$ cat src/rtl/vn_serial_update_if.sv
// Handshake bundle for the serial variable-node processor.
// The upstream/downstream side uses master; the node processor uses slave.
interface vn_serial_update_if #(
  parameter int W  = 16,
  parameter int IW = 2
);
  logic          in_valid;
  logic          in_ready;
  logic [W-1:0]  in_llr;
  logic [W-1:0]  in_msg;
  logic          out_valid;
  logic          out_ready;
  logic [W-1:0]  out_msg;
  logic [IW-1:0] out_idx;
  logic          out_last;
  logic [W-1:0]  belief;
  logic          hard_bit;

  modport master (
    output in_valid, in_llr, in_msg, out_ready,
    input  in_ready, out_valid, out_msg, out_idx, out_last, belief, hard_bit
  );

  modport slave (
    input  in_valid, in_llr, in_msg, out_ready,
    output in_ready, out_valid, out_msg, out_idx, out_last, belief, hard_bit
  );
endinterface

$ cat src/rtl/vn_serial_update.sv
// Time-multiplexed LDPC variable node: serial C2V in, serial saturated extrinsic V2C out.
//   state   | meaning
//   ST_ACC  | accepting LLR + DV messages, accumulating exactly
//   ST_EMIT | presenting DV extrinsic messages, belief and hard bit
module vn_serial_update #(
  parameter int INT  = 8,
  parameter int FRAC = 8,
  parameter int DV   = 3,
  localparam int W   = INT + FRAC,
  localparam int IW  = $clog2(DV),
  localparam int AW  = W + $clog2(DV + 1) + 1
) (
  input logic              clk,
  input logic              rst_n,
  vn_serial_update_if.slave vn
);

  typedef enum logic {ST_ACC, ST_EMIT} state_t;

  state_t          state_q, state_d;
  logic [IW-1:0]   count_q;
  logic [IW-1:0]   idx_q;
  logic [AW-1:0]   acc_q;
  logic [W-1:0]    msg_buf [DV];

  logic            accept_in;
  logic            accept_out;
  logic            idx_at_end;
  logic            count_at_end;

  function automatic logic [AW-1:0] sext(input logic [W-1:0] v);
    return {{(AW-W){v[W-1]}}, v};
  endfunction

  // In range exactly when every bit from W-1 upward equals the sign.
  function automatic logic [W-1:0] sat_w(input logic [AW-1:0] v);
    logic [AW-W:0] top;
    top = v[AW-1:W-1];
    if ((&top) || !(|top))
      return v[W-1:0];
    else if (v[AW-1])
      return {1'b1, {(W-1){1'b0}}};
    else
      return {1'b0, {(W-1){1'b1}}};
  endfunction

  assign count_at_end = (count_q == IW'(DV - 1));
  assign idx_at_end   = (idx_q == IW'(DV - 1));
  assign accept_in    = vn.in_valid && (state_q == ST_ACC);
  assign accept_out   = vn.out_ready && (state_q == ST_EMIT);

  always_ff @(posedge clk) begin
    if (!rst_n) state_q <= ST_ACC;
    else        state_q <= state_d;
  end

  always_comb begin
    state_d = state_q;
    case (state_q)
      ST_ACC:  if (accept_in && count_at_end) state_d = ST_EMIT;
      ST_EMIT: if (accept_out && idx_at_end)  state_d = ST_ACC;
      default: state_d = ST_ACC;
    endcase
  end

  always_comb begin
    vn.in_ready  = 1'b0;
    vn.out_valid = 1'b0;
    vn.out_msg   = '0;
    vn.out_idx   = '0;
    vn.out_last  = 1'b0;
    vn.belief    = '0;
    vn.hard_bit  = 1'b0;
    case (state_q)
      ST_ACC: vn.in_ready = 1'b1;
      ST_EMIT: begin
        vn.out_valid = 1'b1;
        vn.out_msg   = sat_w(acc_q - sext(msg_buf[idx_q]));
        vn.out_idx   = idx_q;
        vn.out_last  = idx_at_end;
        vn.belief    = sat_w(acc_q);
        vn.hard_bit  = vn.belief[W-1];
      end
      default: ;
    endcase
  end

  always_ff @(posedge clk) begin
    if (!rst_n) begin
      count_q <= '0;
      idx_q   <= '0;
      acc_q   <= '0;
    end else begin
      if (accept_in) begin
        count_q <= count_at_end ? '0 : count_q + IW'(1);
        if (count_q == '0) acc_q <= sext(vn.in_llr) + sext(vn.in_msg);
        else               acc_q <= acc_q + sext(vn.in_msg);
      end
      if (accept_out)
        idx_q <= idx_at_end ? '0 : idx_q + IW'(1);
    end
  end

  // Message storage needs no reset: it is always rewritten before it is read.
  always_ff @(posedge clk) begin
    if (rst_n && accept_in)
      msg_buf[count_q] <= vn.in_msg;
  end

endmodule

$ cat src/flat_wrapper.sv
// flat-port wrapper written by rule: the top's interface ports become plain ports
module vn_serial_update_flat 
#(
  parameter int INT  = 8,
  parameter int FRAC = 8,
  parameter int DV   = 3,
  localparam int W   = INT + FRAC,
  localparam int IW  = $clog2(DV),
  localparam int AW  = W + $clog2(DV + 1) + 1
)
  (clk, rst_n, vn_in_valid, vn_in_llr, vn_in_msg, vn_out_ready, vn_in_ready, vn_out_valid, vn_out_msg, vn_out_idx, vn_out_last, vn_belief, vn_hard_bit);
  vn_serial_update_if #(.W(16), .IW(2)) vn_i ();
  input logic clk;
  input logic rst_n;
  input wire logic [$bits(vn_i.in_valid)-1:0] vn_in_valid;
  input wire logic [$bits(vn_i.in_llr)-1:0] vn_in_llr;
  input wire logic [$bits(vn_i.in_msg)-1:0] vn_in_msg;
  input wire logic [$bits(vn_i.out_ready)-1:0] vn_out_ready;
  output wire logic [$bits(vn_i.in_ready)-1:0] vn_in_ready;
  output wire logic [$bits(vn_i.out_valid)-1:0] vn_out_valid;
  output wire logic [$bits(vn_i.out_msg)-1:0] vn_out_msg;
  output wire logic [$bits(vn_i.out_idx)-1:0] vn_out_idx;
  output wire logic [$bits(vn_i.out_last)-1:0] vn_out_last;
  output wire logic [$bits(vn_i.belief)-1:0] vn_belief;
  output wire logic [$bits(vn_i.hard_bit)-1:0] vn_hard_bit;
  assign vn_i.in_valid = vn_in_valid;
  assign vn_i.in_llr = vn_in_llr;
  assign vn_i.in_msg = vn_in_msg;
  assign vn_i.out_ready = vn_out_ready;
  assign vn_in_ready = vn_i.in_ready;
  assign vn_out_valid = vn_i.out_valid;
  assign vn_out_msg = vn_i.out_msg;
  assign vn_out_idx = vn_i.out_idx;
  assign vn_out_last = vn_i.out_last;
  assign vn_belief = vn_i.belief;
  assign vn_hard_bit = vn_i.hard_bit;
  vn_serial_update #(.INT(INT), .FRAC(FRAC), .DV(DV)) u_core (.clk(clk), .rst_n(rst_n), .vn(vn_i));
endmodule
$ cat config.mk
export PLATFORM = sky130hd
export DESIGN_NAME = vn_serial_update_flat
export DESIGN_NICKNAME = d
export VERILOG_FILES = /design/src/rtl/vn_serial_update_if.sv /design/src/rtl/vn_serial_update.sv /design/src/flat_wrapper.sv
export SDC_FILE = /design/constraint.sdc
export NUM_CORES = 1
export LEC_CHECK = 0
export BUFFER_PORTS_ARGS = -buffer_cell sky130_fd_sc_hd__buf_2
export CORE_ASPECT_RATIO = 0.5
export CORE_MARGIN = 4
export CORE_UTILIZATION = 40
export CTS_CLUSTER_SIZE = 25
export DETAILED_ROUTE_END_ITERATION = 16
export PLACE_DENSITY = 0.67
export SYNTH_ARGS = -nofsm -noshare
export SYNTH_HDL_FRONTEND = slang
export SYNTH_SLANG_ARGS = --single-unit
$ cat constraint.sdc
create_clock -name clk -period 5.94 [get_ports clk]
set_input_delay 0.594 -clock clk [delete_from_list [all_inputs] [get_ports clk]]
set_output_delay 0.594 -clock clk [all_outputs]
set_load 0.01 [all_outputs]
Yosys cells after proc, flatten, opt, wreduce, memory -nomap -nowiden
Memory sizes are Yosys's and may differ from the RTL's. A register that Yosys moved wholly into a read port is not among the register bits.
Index checks and enable logic that the tools add are counted.

word-level totals
  register bits after elaboration = 24
  latch bits = 0
  RAM bits = 48
  ROM bits = 0
  input bits = 36
  logic and storage cells = 48
  memories = 1

cells by class
  add/subtract/negate cells = 5
  multiply operators = 0
  divide/modulo/power cells = 0
  magnitude comparators = 0
  equal/unequal tests = 2
  shifts and indexed selects = 0
  multiplexer cells = 21
  bitwise operators = 1
  reduce and logical (&&, ||, !) cells = 14

memory list
  memory          depth  width  rd ports  clocked after memory_dff  wr ports  line                    RTL
  u_core.msg_buf  3      16     1         1                         1         vn_serial_update.sv:24  logic [W-1:0] msg_buf [DV];

operators by type and width
  cell                   count
  $mux W16               6
  $add A19 B19 Y19       1
  $mux W19               1
  $sub A19 B19 Y19       1
  $add A16 B16 Y17       1
  $mux W2                5
  $mux W1                8
  $reduce_and A4 Y1      2
  $reduce_or A4 Y1       2
  $logic_and A1 B1 Y1    5
  $add A2 B1 Y2 const B  2
  $eq A2 B2 Y1 const B   2
  $logic_not A1 Y1       2
  $logic_not A2 Y1       1
  $logic_or A1 B1 Y1     2
  $pmux W1 S2            1
  $not A1 Y1             1

Logic depth before layout (Yosys ltp)
  word-level depth = 6
  gate-level depth with buffers = 16
  mapped depth without buffers = 13

Least setup slack after synthesis
Ideal clock, no wire load.

  path type = register to output
  start = register with a tool-made name
  end = output vn_out_msg[4]
  arrival time = 3.541 ns
  required time = 5.346 ns
  path slack = 1.805 ns
  stages on the path, launching flop included = 17
  buffers on the path = 3
  cell sequence = dfxtp_1 buf_6 clkbuf_1 mux2i_1 o21ai_0 ha_1 inv_1 fa_1 a211oi_1 o21ai_1 o31a_1 a31o_2 mux2i_4 nor2_1 o211ai_2 buf_6 o21ai_1

RTL lines
  item           line                RTL
  end, declared  flat_wrapper.sv:21  output wire logic [$bits(vn_i.out_msg)-1:0] vn_out_msg;

==> reports/metrics.cfg <==
[outcome]
outcome = complete, no violations

[timing]
fmax_ghz = 0.205
hold_violations = 0
drv_slew = 0
rsz0062_at_grt = no
tightest_slew_ns = 1.07
fin_crit_sh_pct = 82.1
setup_viol = 0
skew_ns = 0.0106
maxSlewHeadroom_pct = 28.5
tns_ns = 0
period_minus_slack_ns = 4.88

[global_route]
grt-ovfl-total = 0
grt_pass1_vias = 4515
antenna_found_initial = 0
grt_max_degree = 33
grt_pass1_wl_um = 24000
grt_usage_pct = 18.3

[yosys]
synthArstFlopShare_pct = 0
postSynthCellCount = 623
yosysTopAreaCell = edfxtp_1
synthTopCellsByArea = edfxtp_1 25%, ha_1 12%, dfxtp_1 9.0%, a21oi_1 4.9%, xnor2_1 3.5%
synth_edf_count = 48
syn-num-nets = 715
ys_ff_latch = 74
synth_area_um2 = 5760
yosys.area.top_type_share_pct = 25.0
synth.distinct_cells = 61
yosysSeqAreaShare_pct = 34.0
ys.flop_type = edfxtp_1
ys_warn_count = 0
syn_area_per_cell_um2 = 9.25

[layout]
mostFrequentLayoutCell = buf_2
drive_gt1_share_pct = 17.7
most-common-layout-cells = 73 x buf_2, 56 x a21oi_1, 53 x ha_1
diodes = 0
fin_util_pct = 48.4
area_delta_synth_final_pct = 16.0
final_nets = 783
nFillCells = 1325

[placed_design]
hpwl_um = 12100
port-buffer-count = 73
globalplace.congestion = 0.900

[clocking]
root_buffer = clkbuf_16
clockBufferDepth = 2
cts_max_level = 3
clock_sinks = 74
holdBufCountCts = 0
cts_tree = yes
cts-resized-gates = 0
clock_latency_ns = 0.32
clkTransAtPathRegs_ns = 0.06
cts_setup_buffers = 0
numCtsBuffers = 9

[critical_path]
worst-path-max-fanout = 14
r2r_setup_slack_ns = 3.28
path_class = reg2out
max_stage_delay_ns = 0.64
worstPathArrival_ns = 4.28
r2r_start = u_core.acc_q[0]
path_cells = mux2i_1 > o21ai_0 > ha_1 > inv_1 > fa_1 > a211oi_1 > o21ai_1 > o311ai_0 > nand3_1 > o211ai_1 > nand3_1 > o211ai_2 > o21ai_0 > buf_2
required_ns = 5.35
cp-start-kind = flip-flop
end_kind = primary output
cp_slowest_cell = dfxtp_1

[drt]
wl_per_cell_um = 17.2
drt_drc_violations_left = 0
first_pass_iters = 5
drtIter0Drc = 400
vias_per_cell = 5.59
wirelength_um = 15200
vias = 4961
ant_nets = 0

[die]
pin_count = 74
std_cell_rows = 30
core_um2 = 13800
start_util_pct = 41.7
die_w_um = 178
fp.dieH_um = 92.9
die_area_um2 = 16500

[power_and_ir_drop]
ir_drop_mv = 0.147
p_leak_uw = 0.00286
p_per_area_nw_per_um2 = 269
finalPower_uw = 1800

[run]
maxCapViolations = 0

[hold_path]
hold_path_class = in2reg
worstHoldStart = vn_in_msg[0]

## per-layer routing
metal	wire, um	up-vias	track usage, %	share of wire (%)
li1	-	2495	-	-
met1	8050	2296	29.6	53
met2	5970	162	25.2	39
met3	1110	8	2.94	7.3
met4	102	0	3.22	0.67
met5	0	-	0	0
## critical path: cells and delay by family, from the launching register on
family                   cells  cell delay [ns]
AO/OA/AOI/OAI                7             2.04
adder cells (fa/ha/maj)      2             0.60
multiplexers                 1             0.14
flip-flops                   1             0.64
buffers and inverters        2             0.24
AND/OR/NAND/NOR              2             0.28
## worst paths after layout
kind / end / cells past startpoint
setup / recovery: vn_out_msg[2] / 14
hold / removal: u_core.msg_buf[0][0] / 1
setup reg to reg: u_core.acc_q[14] / 11
hold reg to reg: u_core.count_q[1] / 2
## final cells by class
class	instances	area (um2)	area share (%)
Multi-Input combinational cell	509	3640	54.4
Sequential cell	74	1960	29.3
Timing Repair Buffer	80	418	6.25
Tap cell	192	240	3.59
Clock buffer	10	229	3.42
Clock inverter	6	138	2.06
Inverter	17	63.8	0.954
## report_power, final
group	switching, uW	leakage (uW)	total [uW]	internal, uW
clock	204	0.000178	660	456
combinational	306	0.00203	528	222
sequential	34.8	0.000652	609	574
total	545	0.00286	1800	1250
## kinds of logic after synthesis
group           Yosys count  synth area share [%]
mux                      18                  3.65
simple gates            169                  14.1
fa+ha+maj                56                  12.5
buf+inv                  40                  3.08
flops                    74                  34.0
xor+xnor                 36                  5.47
compound gates          230                  27.1
## stage by stage
| stage | worst slack [ns] | instance area (um2) | hold WS, ns | instances |
|---|---|---|---|---|
| 2_1_floorplan | 1.80 | 5760 | 0.480 | 623 |
| 3_3_place_gp | 1.53 | 6320 | 0.509 | 872 |
| 3_5_place_dp | 1.37 | 6320 | 0.526 | 872 |
| 4_1_cts | 1.03 | 6690 | 0.516 | 888 |
| 5_1_grt | 0.610 | 6690 | 0.525 | 888 |
| 6_report | 1.06 | 6690 | 0.521 | 888 |
## flip-flops by register name (all words and copies together), names as in the netlist, named ones only
register	count
u_core.count_q	2
u_core.idx_q	2
u_core.msg_buf	48
u_core.acc_q	19
u_core.state_q	1
## synthesized netlist by cell type (10+ instances only)
| cell | instances |
|---|---|
| a211oi_1 | 10 |
| a21o_1 | 21 |
| a21oi_1 | 56 |
| clkbuf_1 | 18 |
| dfxtp_1 | 26 |
| edfxtp_1 | 48 |
| ha_1 | 53 |
| inv_1 | 17 |
| mux2i_1 | 15 |
| nand2_1 | 43 |
| nand3_1 | 13 |
| nor2_1 | 50 |
| nor3_1 | 11 |
| o21a_1 | 26 |
| o21ai_0 | 40 |
| o21ai_2 | 10 |
| xnor2_1 | 23 |
| xor2_1 | 13 |
No activity file was read; power rests on OpenSTA's default activity.
